`config.mk`:
```
export PLATFORM = sky130hd
export DESIGN_NAME = pipeline_skid_register_flat
export DESIGN_NICKNAME = d
export VERILOG_FILES = /design/src/rtl/pipeline_skid_register_if.sv /design/src/rtl/pipeline_skid_register.sv /design/src/flat_wrapper.sv
export SDC_FILE = /design/constraint.sdc
export NUM_CORES = 1
export LEC_CHECK = 0
export ABC_AREA = 1
export BUFFER_PORTS_ARGS = -buffer_cell sky130_fd_sc_hd__buf_2
export CAP_MARGIN = 20
export CORE_AREA = 2 2 78 88
export CTS_CLUSTER_SIZE = 28
export DETAILED_ROUTE_END_ITERATION = 8
export DIE_AREA = 0 0 80 90
export PLACE_DENSITY = 0.8
export SYNTH_ARGS = -nofsm -noshare
export SYNTH_HDL_FRONTEND = slang
export SYNTH_SLANG_ARGS = --single-unit
```
`constraint.sdc`:
```
create_clock -name clock -period 3.3 [get_ports clock]
set_input_delay 0.66 -clock clock [delete_from_list [all_inputs] [get_ports clock]]
set_output_delay 0.66 -clock clock [all_outputs]
set_load 0.05 [all_outputs]
```
`src/rtl/pipeline_skid_register_if.sv`:
```
// Handshake bundle for pipeline_skid_register: upstream/downstream valid-ready
// plus flush and the occupancy status.
interface pipeline_skid_register_if #(
  parameter int unsigned WIDTH = 32
);
  logic             flush;
  logic             in_valid;
  logic             in_ready;
  logic [WIDTH-1:0] in_data;
  logic             out_valid;
  logic             out_ready;
  logic [WIDTH-1:0] out_data;
  logic [1:0]       occupancy;

  // Producer/consumer side that drives the block.
  modport master (
    output flush, in_valid, in_data, out_ready,
    input  in_ready, out_valid, out_data, occupancy
  );

  // The skid register itself.
  modport slave (
    input  flush, in_valid, in_data, out_ready,
    output in_ready, out_valid, out_data, occupancy
  );
endinterface

```
`src/rtl/pipeline_skid_register.sv`:
```
// Two-entry skid register: main holds the presented entry, skid catches the
// entry accepted in the cycle downstream stalls. in_ready is registered so it
// has no combinational path from out_ready.
module pipeline_skid_register #(
  parameter int unsigned      WIDTH        = 32,
  parameter logic [WIDTH-1:0] BUBBLE_VALUE = '0
) (
  input logic                     clock,
  input logic                     reset,
  pipeline_skid_register_if.slave bus
);

  // Encoding doubles as the occupancy count.
  typedef enum logic [1:0] {
    StEmpty = 2'd0,
    StOne   = 2'd1,
    StFull  = 2'd2
  } state_e;

  state_e           state_q, state_d;
  logic             in_ready_q;
  logic [WIDTH-1:0] main_q, skid_q;
  logic             main_load, main_from_skid, skid_load;
  logic             out_valid;
  logic             accept, drain;

  assign accept = bus.in_valid & in_ready_q;
  assign drain  = out_valid & bus.out_ready;

  // State register; in_ready is precomputed from the next state.
  always_ff @(posedge clock) begin
    if (!reset) begin
      state_q    <= StEmpty;
      in_ready_q <= 1'b1;
    end else begin
      state_q    <= state_d;
      in_ready_q <= (state_d != StFull);
    end
  end

  // Next-state and payload load decode; reset and flush suppress all loads.
  always_comb begin
    state_d        = state_q;
    main_load      = 1'b0;
    main_from_skid = 1'b0;
    skid_load      = 1'b0;
    unique case (state_q)
      StEmpty: begin
        if (accept) begin
          main_load = 1'b1;
          state_d   = StOne;
        end
      end
      StOne: begin
        if (accept && drain) begin
          main_load = 1'b1;
        end else if (accept) begin
          skid_load = 1'b1;
          state_d   = StFull;
        end else if (drain) begin
          state_d = StEmpty;
        end
      end
      StFull: begin
        if (drain) begin
          main_load      = 1'b1;
          main_from_skid = 1'b1;
          state_d        = StOne;
        end
      end
      default: state_d = StEmpty;
    endcase
    if (!reset || bus.flush) begin
      state_d   = StEmpty;
      main_load = 1'b0;
      skid_load = 1'b0;
    end
  end

  // Payload registers only move when loading, keeping them quiet under stall.
  always_ff @(posedge clock) begin
    if (main_load) begin
      main_q <= main_from_skid ? skid_q : bus.in_data;
    end
    if (skid_load) begin
      skid_q <= bus.in_data;
    end
  end

  // Outputs: register contents are masked by the bubble when nothing is held.
  always_comb begin
    out_valid     = (state_q == StOne) || (state_q == StFull);
    bus.out_valid = out_valid;
    bus.out_data  = out_valid ? main_q : BUBBLE_VALUE;
    bus.occupancy = state_q;
    bus.in_ready  = in_ready_q;
  end

endmodule

```
`src/flat_wrapper.sv`:
```
// flat-port wrapper written by rule: the top's interface ports become plain ports
module pipeline_skid_register_flat 
#(
  parameter int unsigned      WIDTH        = 32,
  parameter logic [WIDTH-1:0] BUBBLE_VALUE = '0
)
  (clock, reset, bus_flush, bus_in_valid, bus_in_data, bus_out_ready, bus_in_ready, bus_out_valid, bus_out_data, bus_occupancy);
  pipeline_skid_register_if #(.WIDTH(WIDTH)) bus_i ();
  input logic clock;
  input logic reset;
  input wire logic [$bits(bus_i.flush)-1:0] bus_flush;
  input wire logic [$bits(bus_i.in_valid)-1:0] bus_in_valid;
  input wire logic [$bits(bus_i.in_data)-1:0] bus_in_data;
  input wire logic [$bits(bus_i.out_ready)-1:0] bus_out_ready;
  output wire logic [$bits(bus_i.in_ready)-1:0] bus_in_ready;
  output wire logic [$bits(bus_i.out_valid)-1:0] bus_out_valid;
  output wire logic [$bits(bus_i.out_data)-1:0] bus_out_data;
  output wire logic [$bits(bus_i.occupancy)-1:0] bus_occupancy;
  assign bus_i.flush = bus_flush;
  assign bus_i.in_valid = bus_in_valid;
  assign bus_i.in_data = bus_in_data;
  assign bus_i.out_ready = bus_out_ready;
  assign bus_in_ready = bus_i.in_ready;
  assign bus_out_valid = bus_i.out_valid;
  assign bus_out_data = bus_i.out_data;
  assign bus_occupancy = bus_i.occupancy;
  pipeline_skid_register #(.WIDTH(WIDTH), .BUBBLE_VALUE(BUBBLE_VALUE)) u_core (.clock(clock), .reset(reset), .bus(bus_i));
endmodule
```
== Word-level counts from Yosys, hierarchy flattened ==
Index checks and enable logic that the tools add are counted.

* Flip-flop bits (word level): 67
* Bits of input ports: 37
* Output and inout port bits: 36
* Word-level logic and storage cells: 32

* Equality and inequality tests: 3
* Muxes and demuxes: 18
* Bitwise operators: 2
* Reduce and logical (&&, ||, !) cells: 5

{| class="wikitable"
|+ Operators with widths
! operator !! number
|-
| $mux 32 || 2
|-
| $mux 2 || 6
|-
| $mux 1 || 8
|-
| $pmux 2 s3 || 1
|-
| $pmux 1 s3 || 1
|-
| $and 1x1->1 || 2
|-
| $eq 2x1->1 const B || 1
|-
| $eq 2x2->1 const B || 1
|-
| $logic_not 2->1 || 1
|-
| $logic_or 1x1->1 || 2
|-
| $ne 2x2->1 const B || 1
|-
| $logic_and 1x1->1 || 1
|-
| $logic_not 1->1 || 1
|}

== Logic depth before layout (Yosys ltp) ==
* Depth in word-level cells: 9
* Gate-level depth with buffers: 11
* Depth with buffers taken out: 10

== Least setup slack after synthesis ==
Ideal clock, no wire load.

* Path type: reg2reg
* Start point: reg u_core.state_q[0] (netlist: u_core.bus.occupancy[0])
* End point: reg u_core.main_q[0], enable pin
* Setup time: 441 ps
* Data arrival time: 3494 ps
* Data required time: 2859 ps
* Setup slack: -635 ps
* Cell stages (with the launch flop): 8
* Buffers on the path: 1
* Clock period less this slack: 3935 ps
* Cells stage by stage: dfxtp_1 -> inv_1 -> ha_1 -> buf_4 -> nand2_2 -> inv_2 -> nand3_1 -> a31oi_1

* Longest elaborated chain between the ends: 7
* Elaborated cells between the ends (all ways): 10
* Classes of those cells: eq/ne (2); mux (4); bitwise (1); reduce/logical (3)

{| class="wikitable"
|+ RTL lines
! item !! RTL line !! text
|-
| start: declaration || pipeline_skid_register.sv:20 || <nowiki>state_e state_q, state_d;</nowiki>
|-
| start signal: assignment || pipeline_skid_register.sv:33 || <nowiki>state_q <= StEmpty;</nowiki>
|-
| start signal: assignment || pipeline_skid_register.sv:36 || <nowiki>state_q <= state_d;</nowiki>
|-
| $eq 2x1->1 or $eq 2x2->1 (tied branches) || pipeline_skid_register.sv:92 || <nowiki>out_valid = (state_q == StOne) || (state_q == StFull);</nowiki>
|-
| $logic_or 1x1->1 (*) || pipeline_skid_register.sv:92 ||
|-
| named net bus_out_valid || flat_wrapper.sv:16 || <nowiki>output wire logic [$bits(bus_i.out_valid)-1:0] bus_out_valid;</nowiki>
|-
| $and 1x1->1 (*) || pipeline_skid_register.sv:28 || <nowiki>assign drain = out_valid & bus.out_ready;</nowiki>
|-
| $logic_and 1x1->1 || pipeline_skid_register.sv:55 || <nowiki>if (accept && drain) begin</nowiki>
|-
| $mux 1 || pipeline_skid_register.sv:55 ||
|-
| $pmux 1 s3 (*) || pipeline_skid_register.sv:47 || <nowiki>unique case (state_q)</nowiki>
|-
| $mux 1 (*) || pipeline_skid_register.sv:73 || <nowiki>if (!reset || bus.flush) begin</nowiki>
|-
| named net u_core.main_load || pipeline_skid_register.sv:23 || <nowiki>logic main_load, main_from_skid, skid_load;</nowiki>
|-
| end signal: assignment || pipeline_skid_register.sv:83 || <nowiki>main_q <= main_from_skid ? skid_q : bus.in_data;</nowiki>
|-
| end: declaration || pipeline_skid_register.sv:22 || <nowiki>logic [WIDTH-1:0] main_q, skid_q;</nowiki>
|}

The timed path passes the listed nets; every way through them passes the cells marked *.
A chain may end at the register's enable or synchronous reset.

== Final worst setup path ==
* Start point: reg u_core.state_q[0] (netlist: u_core.bus.occupancy[0])
* End point: out bus_out_data[0]

* Longest elaborated chain between the ends: 3
* Elaborated cells between the ends (all ways): 4
* Classes of those cells: eq/ne (2); mux (1); reduce/logical (1)

{| class="wikitable"
|+ RTL lines
! item !! RTL line !! text
|-
| $eq 2x1->1 or $eq 2x2->1 (tied branches) || pipeline_skid_register.sv:92 ||
|-
| $logic_or 1x1->1 (*) || pipeline_skid_register.sv:92 ||
|-
| $mux 32 (*) || pipeline_skid_register.sv:94 || <nowiki>bus.out_data = out_valid ? main_q : BUBBLE_VALUE;</nowiki>
|-
| end: declaration || flat_wrapper.sv:17 || <nowiki>output wire logic [$bits(bus_i.out_data)-1:0] bus_out_data;</nowiki>
|}

Mark *: on every way between the ends. The rest lies on a longest branch, timed or not.

==> results.toml <==
[cells_and_area]
num_antenna_cells = 0
area_delta_synth_final_pct = 25.0
nets = 332
fill_cells = 537
drive_above_1_share_pct = 42.9
final_cells = 378

[placed_design]
globalplace.congestion = 0.789
placedCellCount = 362
hpwl_um = 3510
portBuffers = 72

[global_routing]
grt_overflow = 0
grt_start_max_net_pins = 34
grt_pass1_wl_um = 7750
grt_usage_pct = 14.6
grt_pass1_vias = 1673
antenna_found_initial = 0

[clock_network]
cts_tree = "built"
numCtsBuffers = 9
postCtsResizedCells = 0
cts_sinks = 67
clk_path_buf_depth = 2
clk_pin_slew_ps = 80
cts_hold_buf = 0
clk_latency_ps = 340
cts-root-buf = "clkbuf_8"
post_cts_buffers = 0
htreeDepth = 3

[setup_path]
criticalPathCategory = "flop to output port"
cp_slowest_cell = "ha_1"
cp_cell_sequence = "inv_1, ha_1, buf_4, nand2_1, inv_1, buf_2"
cpPeakStageDelay_ps = 540
setup.worst_path.start_class = "flop"
cp_common_cell = "inv_1"
r2r_start = "u_core.bus.occupancy[0]"
worst-path-buf-inv = 4
cpLargestDelayFamily = "buffers and inverters"
cp_max_fo = 22
end_kind = "output port"
critPathArrivalTime_ps = 2100
startpoint = "u_core.bus.occupancy[0]"
required_ps = 2640

[power_and_ir_drop]
ir_drop_v = 0.000450
leakage_uw = 0.00185
power.density_mw_per_mm2 = 545

[floorplan]
num_rows = 31
die-area_mm2 = 0.00720
core_mm2 = 0.00636
ios = 73
die_h_um = 90
die_w_um = 80
initial_core_util_pct = 46.5

[logic_synthesis]
synth.ff_latch_count = 67
netlist_area_mm2 = 0.00296
synth.avg_cell_area_um2 = 14.0
synthTopCellsByArea = "edfxtp_1, mux2_4, nand2_1"
post_synth_num_cell_types = 17
synth_top_area_cell = "edfxtp_1"
synth_edf_count = 64
yosysMostFrequentCell = "edfxtp_1"
synthFlopType = "edfxtp_1"
syn-num-nets = 253
ys_top_cells_by_count = "edfxtp_1, nand2_1, inv_1"
synth_top_area_share_pct = 65.0
synth_warnings = 0
async_reset_ff_share_pct = 0
synth_cells = 212
ys_seq_area_share_pct = 67.0

[timing]
rsz0062_at_grt = "no"
hold_viol_final = 0
fmax_ghz = 0.363
slew_viol_final = 0
setup_viol = 0
tightest_slew_ps = 611
relSlewSlack_pct = 59.2
finClkSkew_ps = 6.69
period_needed_ps = 2760
timing.final.crit_share_pct = 83.6
setup_tns_ps = 0
hold_slack_ps = 508

[hold_path]
min_path_type = "input pin to flop"
min_from = "bus_in_data[26]"

[run]
maxCapViolations = 0

[detailed_routing]
drt-initial-drc-count = 113
drc = 0
num_vias = 1733
detail_route.vias_per_cell = 4.58
wl_um = 4920
ant_nets = 0
drt-wirelength-per-cell_um = 13.0
dr.pass1.iters = 4

[outcome]
outcome = "completed"
[cell usage in the layout (no fill, tap or decap), types with 2 or more instances in the layout]
cell	count
clkbuf_8	9
mux2_4	29
bufinv_16	4
ha_1	4
nor2_1	5
edfxtp_1	64
inv_1	39
dfxtp_1	3
nand2_1	49
buf_12	2
buf_2	72
nand3_1	3
mux2_2	3
[per-stage QoR]
| step | power [uW] | cell area, um^2 | utilization, % | worst slack, ps |
|---|---|---|---|---|
| floorplan | 1100 | 2970 | - | 54.9 |
| detailed placement | 1160 | 3430 | 54.0 | 850 |
| finish | 2020 | 3700 | 58.1 | 543 |
| global route | 2080 | 3700 | 58.1 | 327 |
| CTS | 2040 | 3700 | 58.1 | 472 |
| global placement | 1150 | 3430 | 54.0 | 929 |
[worst register-to-register path: cells and delay by family (launching register included)]
kind | cells | cell delay (ps)
flip-flops | 1 | 390
AO/OA/AOI/OAI | 1 | 470
buffers and inverters | 3 | 430
adder cells (fa/ha/maj) | 1 | 540
AND/OR/NAND/NOR | 2 | 270
[registers in the layout, summed over array words and instances, names as in the netlist]
signal and flops:
u_core.bus.in_ready 1, u_core.bus.occupancy 2, u_core.main_q 32, u_core.skid_q 32
[path summary, 6_finish.rpt]
| path | slack (ps) | cells after the start | endpoint |
|---|---|---|---|
| max | 540 | 6 | bus_out_data[0] |
| min | 510 | 1 | u_core.skid_q[26] |
| max reg2reg | 900 | 7 | u_core.main_q[19] |
| min reg2reg | 550 | 2 | u_core.bus.occupancy[1] |
[power by group]
| part | internal [uW] | total (uW) | switching (uW) |
|---|---|---|---|
| sequential | 949 | 954 | 4.66 |
| combinational | 66.2 | 182 | 116 |
| clock | 577 | 880 | 304 |
| total | 1590 | 2020 | 424 |
[cell families after synthesis]
group | count (synthesis) | share of synthesized area, %
flip-flops | 67 | 67.0
AND/OR/NAND/NOR | 60 | 8.08
buffers and inverters | 47 | 6.98
multiplexers | 32 | 15.9
adder cells (fa/ha/maj) | 4 | 1.69
AO/OA/AOI/OAI | 2 | 0.381
[per-layer routing]
| layer | GRT usage [%] | share of wire [%] | vias up |
|---|---|---|---|
| li1 | - | - | 859 |
| met1 | 15.9 | 40 | 807 |
| met2 | 24.1 | 52 | 56 |
| met3 | 4.12 | 5.2 | 11 |
| met4 | 10.0 | 2.9 | 0 |
| met5 | 0 | 0 | - |
[area by class of cell]
| type | instances | area (um^2) | area share, % |
|---|---|---|---|
| tap | 82 | 103 | 2.77 |
| multi-input combinational | 98 | 792 | 21.4 |
| inverter | 40 | 150 | 4.06 |
| sequential | 67 | 1980 | 53.6 |
| clock buffer | 9 | 124 | 3.35 |
| clock inverter | 7 | 140 | 3.79 |
| timing repair buffer | 75 | 408 | 11.0 |
No activity file was read; power rests on OpenSTA's default activity.
